**src/rtl/mem_resp_pkg.sv**
```systemverilog
// Shared types and constants for the data-memory responder.
// State encodings, latency counter width, word/byte geometry.
package mem_resp_pkg;

  typedef enum logic [1:0] {
    IDLE = 2'd0,
    WAIT = 2'd1,
    RESP = 2'd2
  } state_t;

  localparam int CNT_W  = 4;
  localparam int WORD_W = 32;
  localparam int BYTE_W = 8;
  localparam int NBYTES = WORD_W / BYTE_W;

endpackage

```
**src/rtl/mem_resp_array.sv**
```systemverilog
// Word storage with byte-enabled synchronous write and registered read.
// Reset clears every word and the read register.
module mem_resp_array
  import mem_resp_pkg::*;
#(
  parameter int ADDR_W = 5
) (
  input  logic              clk,
  input  logic              reset,
  input  logic              acc,
  input  logic              we,
  input  logic              ld,
  input  logic [ADDR_W-1:0] addr,
  input  logic [WORD_W-1:0] wdata,
  input  logic [NBYTES-1:0] wstrb,
  output logic [WORD_W-1:0] rdata
);

  localparam int DEPTH = 1 << ADDR_W;

  logic [WORD_W-1:0] mem [DEPTH];

  always_ff @(posedge clk) begin
    if (reset) begin
      for (int i = 0; i < DEPTH; i++)
        mem[i] <= '0;
      rdata <= '0;
    end else begin
      if (we)
        for (int b = 0; b < NBYTES; b++)
          if (wstrb[b])
            mem[addr][b*BYTE_W +: BYTE_W] <= wdata[b*BYTE_W +: BYTE_W];
      // Stores and rejected accesses return zero data
      if (acc)
        rdata <= ld ? mem[addr] : '0;
    end
  end

endmodule

```
**src/rtl/mem_responder.sv**
```systemverilog
// Fixed-latency load/store responder for the core data port.
// One transaction in flight; misaligned/out-of-range accesses flagged.
module mem_responder
  import mem_resp_pkg::*;
#(
  parameter int ADDR_W  = 5,
  parameter int LATENCY = 2
) (
  input  logic              clk,
  input  logic              reset,
  input  logic              req_valid,
  output logic              req_ready,
  input  logic              req_write,
  input  logic [31:0]       req_addr,
  input  logic [WORD_W-1:0] req_wdata,
  input  logic [NBYTES-1:0] req_wstrb,
  output logic              resp_valid,
  input  logic              resp_ready,
  output logic [WORD_W-1:0] resp_rdata,
  output logic              resp_err
);

  state_t state, state_nx;
  logic [CNT_W-1:0] cnt, cnt_nx;
  logic rdy_q;
  logic vld_q;
  logic err_q;
  logic do_acc;

  logic              wr_q;
  logic [31:0]       addr_q;
  logic [WORD_W-1:0] wdata_q;
  logic [NBYTES-1:0] wstrb_q;

  logic              acc_wr;
  logic [31:0]       acc_addr;
  logic [WORD_W-1:0] acc_wdata;
  logic [NBYTES-1:0] acc_wstrb;
  logic              acc_err;
  logic              idle;

  assign idle = (state == IDLE);

  // Zero-latency accesses use the live request, others the captured one
  assign acc_wr    = idle ? req_write : wr_q;
  assign acc_addr  = idle ? req_addr  : addr_q;
  assign acc_wdata = idle ? req_wdata : wdata_q;
  assign acc_wstrb = idle ? req_wstrb : wstrb_q;

  assign acc_err = (acc_addr[1:0] != 2'b00)
                 || (acc_addr[31:ADDR_W+2] != '0);

  always_comb begin
    state_nx = state;
    cnt_nx   = cnt;
    do_acc   = 1'b0;
    unique case (state)
      IDLE: begin
        if (req_valid && rdy_q) begin
          cnt_nx = CNT_W'(LATENCY);
          if (LATENCY == 0) begin
            do_acc   = 1'b1;
            state_nx = RESP;
          end else begin
            state_nx = WAIT;
          end
        end
      end
      WAIT: begin
        if (cnt == CNT_W'(1)) begin
          do_acc   = 1'b1;
          cnt_nx   = '0;
          state_nx = RESP;
        end else begin
          cnt_nx = cnt - CNT_W'(1);
        end
      end
      RESP: begin
        if (resp_ready)
          state_nx = IDLE;
      end
      default: state_nx = IDLE;
    endcase
  end

  always_ff @(posedge clk) begin
    if (reset) begin
      state   <= IDLE;
      cnt     <= '0;
      rdy_q   <= 1'b0;
      vld_q   <= 1'b0;
      err_q   <= 1'b0;
      wr_q    <= 1'b0;
      addr_q  <= '0;
      wdata_q <= '0;
      wstrb_q <= '0;
    end else begin
      state <= state_nx;
      cnt   <= cnt_nx;
      rdy_q <= (state_nx == IDLE);
      vld_q <= (state_nx == RESP);
      if (do_acc)
        err_q <= acc_err;
      if (idle && req_valid && rdy_q) begin
        wr_q    <= req_write;
        addr_q  <= req_addr;
        wdata_q <= req_wdata;
        wstrb_q <= req_wstrb;
      end
    end
  end

  mem_resp_array #(
    .ADDR_W (ADDR_W)
  ) u_array (
    .clk   (clk),
    .reset (reset),
    .acc   (do_acc),
    .we    (do_acc && acc_wr && !acc_err),
    .ld    (do_acc && !acc_wr && !acc_err),
    .addr  (acc_addr[ADDR_W+1:2]),
    .wdata (acc_wdata),
    .wstrb (acc_wstrb),
    .rdata (resp_rdata)
  );

  assign req_ready  = rdy_q;
  assign resp_valid = vld_q;
  assign resp_err   = err_q;

endmodule

```
**config.mk**
```make
export PLATFORM = sky130hd
export DESIGN_NAME = mem_responder
export DESIGN_NICKNAME = d
export VERILOG_FILES = /design/src/rtl/mem_resp_pkg.sv /design/src/rtl/mem_resp_array.sv /design/src/rtl/mem_responder.sv
export SDC_FILE = /design/constraint.sdc
export NUM_CORES = 2
export LEC_CHECK = 0
export CAP_MARGIN = 10
export CELL_PAD_IN_SITES_DETAIL_PLACEMENT = 2
export CELL_PAD_IN_SITES_GLOBAL_PLACEMENT = 2
export CORE_UTILIZATION = 38
export DETAILED_ROUTE_END_ITERATION = 6
export GPL_ROUTABILITY_DRIVEN = 1
export GPL_TIMING_DRIVEN = 0
export HOLD_SLACK_MARGIN = 0.06
export PLACE_DENSITY = 0.73
export SYNTH_ARGS = -nofsm -noshare
export SYNTH_HDL_FRONTEND = slang
export SYNTH_SLANG_ARGS = --single-unit
```
**constraint.sdc**
```tcl
create_clock -name clk -period 2.74 [get_ports clk]
set_input_delay 0.548 -clock clk [delete_from_list [all_inputs] [get_ports clk]]
set_output_delay 0.548 -clock clk [all_outputs]
set_load 0.02 [all_outputs]
```
==> flow_metrics.py <==
metrics = {
    "status": {
        "outcome": "complete, but fails checks",
        "violations": "design-rule violations, negative setup slack",
    },
    "route": {
        "drtAntennaViolNets": 0,
        "wl_um": 321000,
        "drcViolationCount": 14,
        "wl_per_cell_um": 48.8,
        "drtIter0Drc": 8149,
        "vias": 47700,
        "first_pass_iters": 7,
        "avgViaCountPerCell": 7.25,
    },
    "floorplan": {
        "ios": 108,
        "start_util_pct": 38.5,
        "num_rows": 129,
        "dieWidth_um": 357,
        "die_area_mm2": 0.128,
        "die_h_um": 357,
        "core_area_mm2": 0.124,
    },
    "final_layout": {
        "syn_to_final_growth_pct": 34.0,
        "mostFrequentLayoutCell": "edfxtp_1",
        "nets": 4871,
        "final_cell_mix": "1024 x edfxtp_1, 1022 x nor2_1, 479 x o22ai_1",
        "drive_above_1_share_pct": 25.1,
        "final_cells": 6575,
        "post-route-util_pct": 51.6,
    },
    "logic_synthesis": {
        "netlist_instances": 4312,
        "ys_warn_count": 0,
        "synthesis.nets": 4387,
        "synth_top_area_cell": "edfxtp_1",
        "seq_area_frac_synth_pct": 68.8,
        "ys_ff_latch": 1134,
        "synth_ff_type": "edfxtp_1",
        "synth_area_leaders": "edfxtp_1 64%, nor2_1 8.5%, o22ai_1 6.5%",
        "synth_edf_count": 1024,
        "syn_area_mm2": 0.0479,
        "synthDistinctLibCells": 54,
        "post-synth-top-area-fraction_pct": 64.2,
        "ys_async_sr_fraction_pct": 0,
        "syn_area_per_cell_um2": 11.1,
    },
    "hold_path": {
        "holdPathEnd": "addr_q[7]",
        "whs_path_depth": 3,
        "min_path_type": "in -> reg",
        "hold_start": "req_addr[7]",
    },
    "setup_path": {
        "r2r_cells": 13,
        "rr_endpoint": "u_array.mem[25][14]",
        "max_stage_delay_ns": 0.70,
        "path_max_fanout": 8,
        "endpoint_kind": "register",
        "critPathLaunchType": "register",
        "critical_path_required_ns": 3.25,
        "crit_arrival_ns": 3.98,
        "crit_slowest_cell": "nor2_1",
        "r2r-start": "state[0]",
        "ff2ff_setup_slack_ns": -0.74,
        "cp_cell_sequence": "buf_6 > nor2_4 > buf_12 > buf_4 > mux2i_4 > nor2_4 > buf_4 > nand2_8 > nor3_4 > buf_12 > buf_8 > nand2_1 > nor2_1",
        "path_class": "reg -> reg",
    },
    "power_and_ir_drop": {
        "p_per_area_mw_per_mm2": 715,
        "vdd_drop_max_mv": 0.698,
        "power.leakage_uw": 0.0218,
    },
    "grt": {
        "grt_pass1_wl_um": 386000,
        "grt.overflow.total": 0,
        "grt_antenna_before_repair": 44,
        "grt.total_usage_pct": 45.0,
        "grt_pass1_vias": 45300,
        "grt_start_max_net_pins": 17,
    },
    "sta": {
        "hold_violations": 0,
        "setup_slack_ns": -0.735,
        "drv_slew": 0,
        "worst_pin_slew_ns": 1.45,
        "layout_min_cycle_time_ns": 3.48,
        "fin_setup_tns_ns": -217.75,
        "min_period_over_period_pct": 127,
        "finClkSkew_ns": 0.0470,
        "rsz0062_at_grt": "yes",
        "max_slew_margin_pct": 3.04,
        "whs_ns": 0.305,
        "fmax_ghz": 0.288,
        "finalSetupViolations": 1781,
    },
    "clock_tree": {
        "clk_pin_slew_ns": 0.08,
        "cts_sinks": 1134,
        "numCtsBuffers": 131,
        "root_buffer": "clkbuf_16",
        "hold_buffers": 0,
        "cts_max_level": 4,
        "clock_latency_ns": 0.82,
        "cts_tree": "done",
        "clockBufferDepth": 3,
    },
    "place": {
        "placedCellCount": 6104,
        "port_buffers": 106,
        "place_ws_ns": -2.87,
        "dp_hpwl_um": 184000,
        "gp_congestion": 1.00,
    },
    "flow_run": {
        "drv_cap": 0,
    },
}
==> synthesized netlist by cell type (2+ instances only) <==
master,instances
nor2_1,1079
edfxtp_1,1024
nand2_1,570
o22ai_1,496
o21ai_0,288
clkbuf_1,201
buf_2,111
dfxtp_1,110
a21oi_1,75
buf_1,37
a21o_1,30
mux2i_1,30
nand3_1,29
nand4_1,28
nor3_1,26
o2111ai_1,25
nor4_1,23
o31ai_1,19
or3_1,13
o21bai_1,11
a22o_1,8
nand2b_1,8
a221o_1,6
and2_1,6
mux2_2,6
nor3_2,5
and3_1,4
nor3_4,4
nor3b_1,4
inv_1,3
nor2b_1,3
a221oi_1,2
a22oi_1,2
a2bb2oi_1,2
and2_0,2
buf_4,2
ha_1,2
o211ai_1,2
==> sequential cells by signal, summed over array words and instances, names as in the netlist <==
register and count:
u_array.mem 1024, addr_q 32, u_array.rdata 32, wdata_q 32
cnt 4, wstrb_q 4, state 2, req_ready 1
resp_err 1, resp_valid 1, wr_q 1
==> per-stage QoR <==
| stage | cell area, µm² | total power (µW) |
|---|---|---|
| 2_1_floorplan | 48000 | 21800 |
| 3_3_place_gp | 51100 | 24300 |
| 3_5_place_dp | 51600 | 24500 |
| 4_1_cts | 61300 | 43500 |
| 5_1_grt | 64100 | 45800 |
| 6_report | 64200 | 45900 |
==> worst max path at each step <==
| stage | slack [ns] | depth (start not counted) | to | start |
|---|---|---|---|---|
| final | -0.74 | 13 | u_array.mem[25][14] | state[0] |
| after global routing | -0.77 | 13 | u_array.mem[25][14] | state[0] |
| after CTS | -0.1 | 10 | u_array.mem[14][10] | addr_q[30] |
| after detailed placement | -2.87 | 7 | u_array.mem[4][10] | req_addr[5] |
| after global placement | -2.89 | 7 | u_array.mem[13][8] | req_addr[3] |
| after floorplan | -0.21 | 6 | u_array.mem[29][10] | req_addr[3] |
==> repair_timing <==
action / 4_1_cts / 5_1_grt
pin swaps: 100 / 86
gates cloned: 4 / 8
resized for setup: 1119 / 560
endpoints found under the setup margin: 2090 / 2027
buffers inserted: 106 / 88
==> power breakdown <==
part | leakage, µW | internal, µW | switching, µW
logic | 0.00821 | 2090 | 5070
clock network | 0.00212 | 10700 | 8330
registers | 0.0115 | 19400 | 319
==> kinds of logic after synthesis <==
group | count (synthesis) | share of synthesized area (%)
adder cells (fa/ha/maj) | 2 | 0.0522
buffers and inverters | 355 | 3.09
AO/OA/AOI/OAI | 974 | 12.3
AND/OR/NAND/NOR | 1811 | 15.1
multiplexers | 36 | 0.768
flip-flops | 1134 | 68.8
==> critical path: cells and delay by family, from the launching register on <==
| family | cells | cell delay, ns |
|---|---|---|
| mux | 1 | 0.24 |
| buf+inv | 6 | 0.97 |
| simple gates | 6 | 1.62 |
| flops | 1 | 0.33 |
==> per-layer routing <==
layer	wire length (µm)	GRT usage (%)	share of wire (%)	vias up
li1	-	-	-	16700
met1	103000	52.4	32	23800
met2	131000	64.6	41	5198
met3	50100	18.6	16	1944
met4	35900	37.8	11	16
met5	241	0	0.075	-
==> cell type report <==
class                   count  area [µm²]
clock buffers             189        3830
clock inverters            46         509
flip-flops and latches   1134       33000
diodes                     40         100
plain buffers             340        3780
multi-input cells        2823       16500
repair buffers            362        4460
inverters                   4        20.0
fillers                 11800       60200
well taps                1637        2050
(Power assumes the default switching activity.)
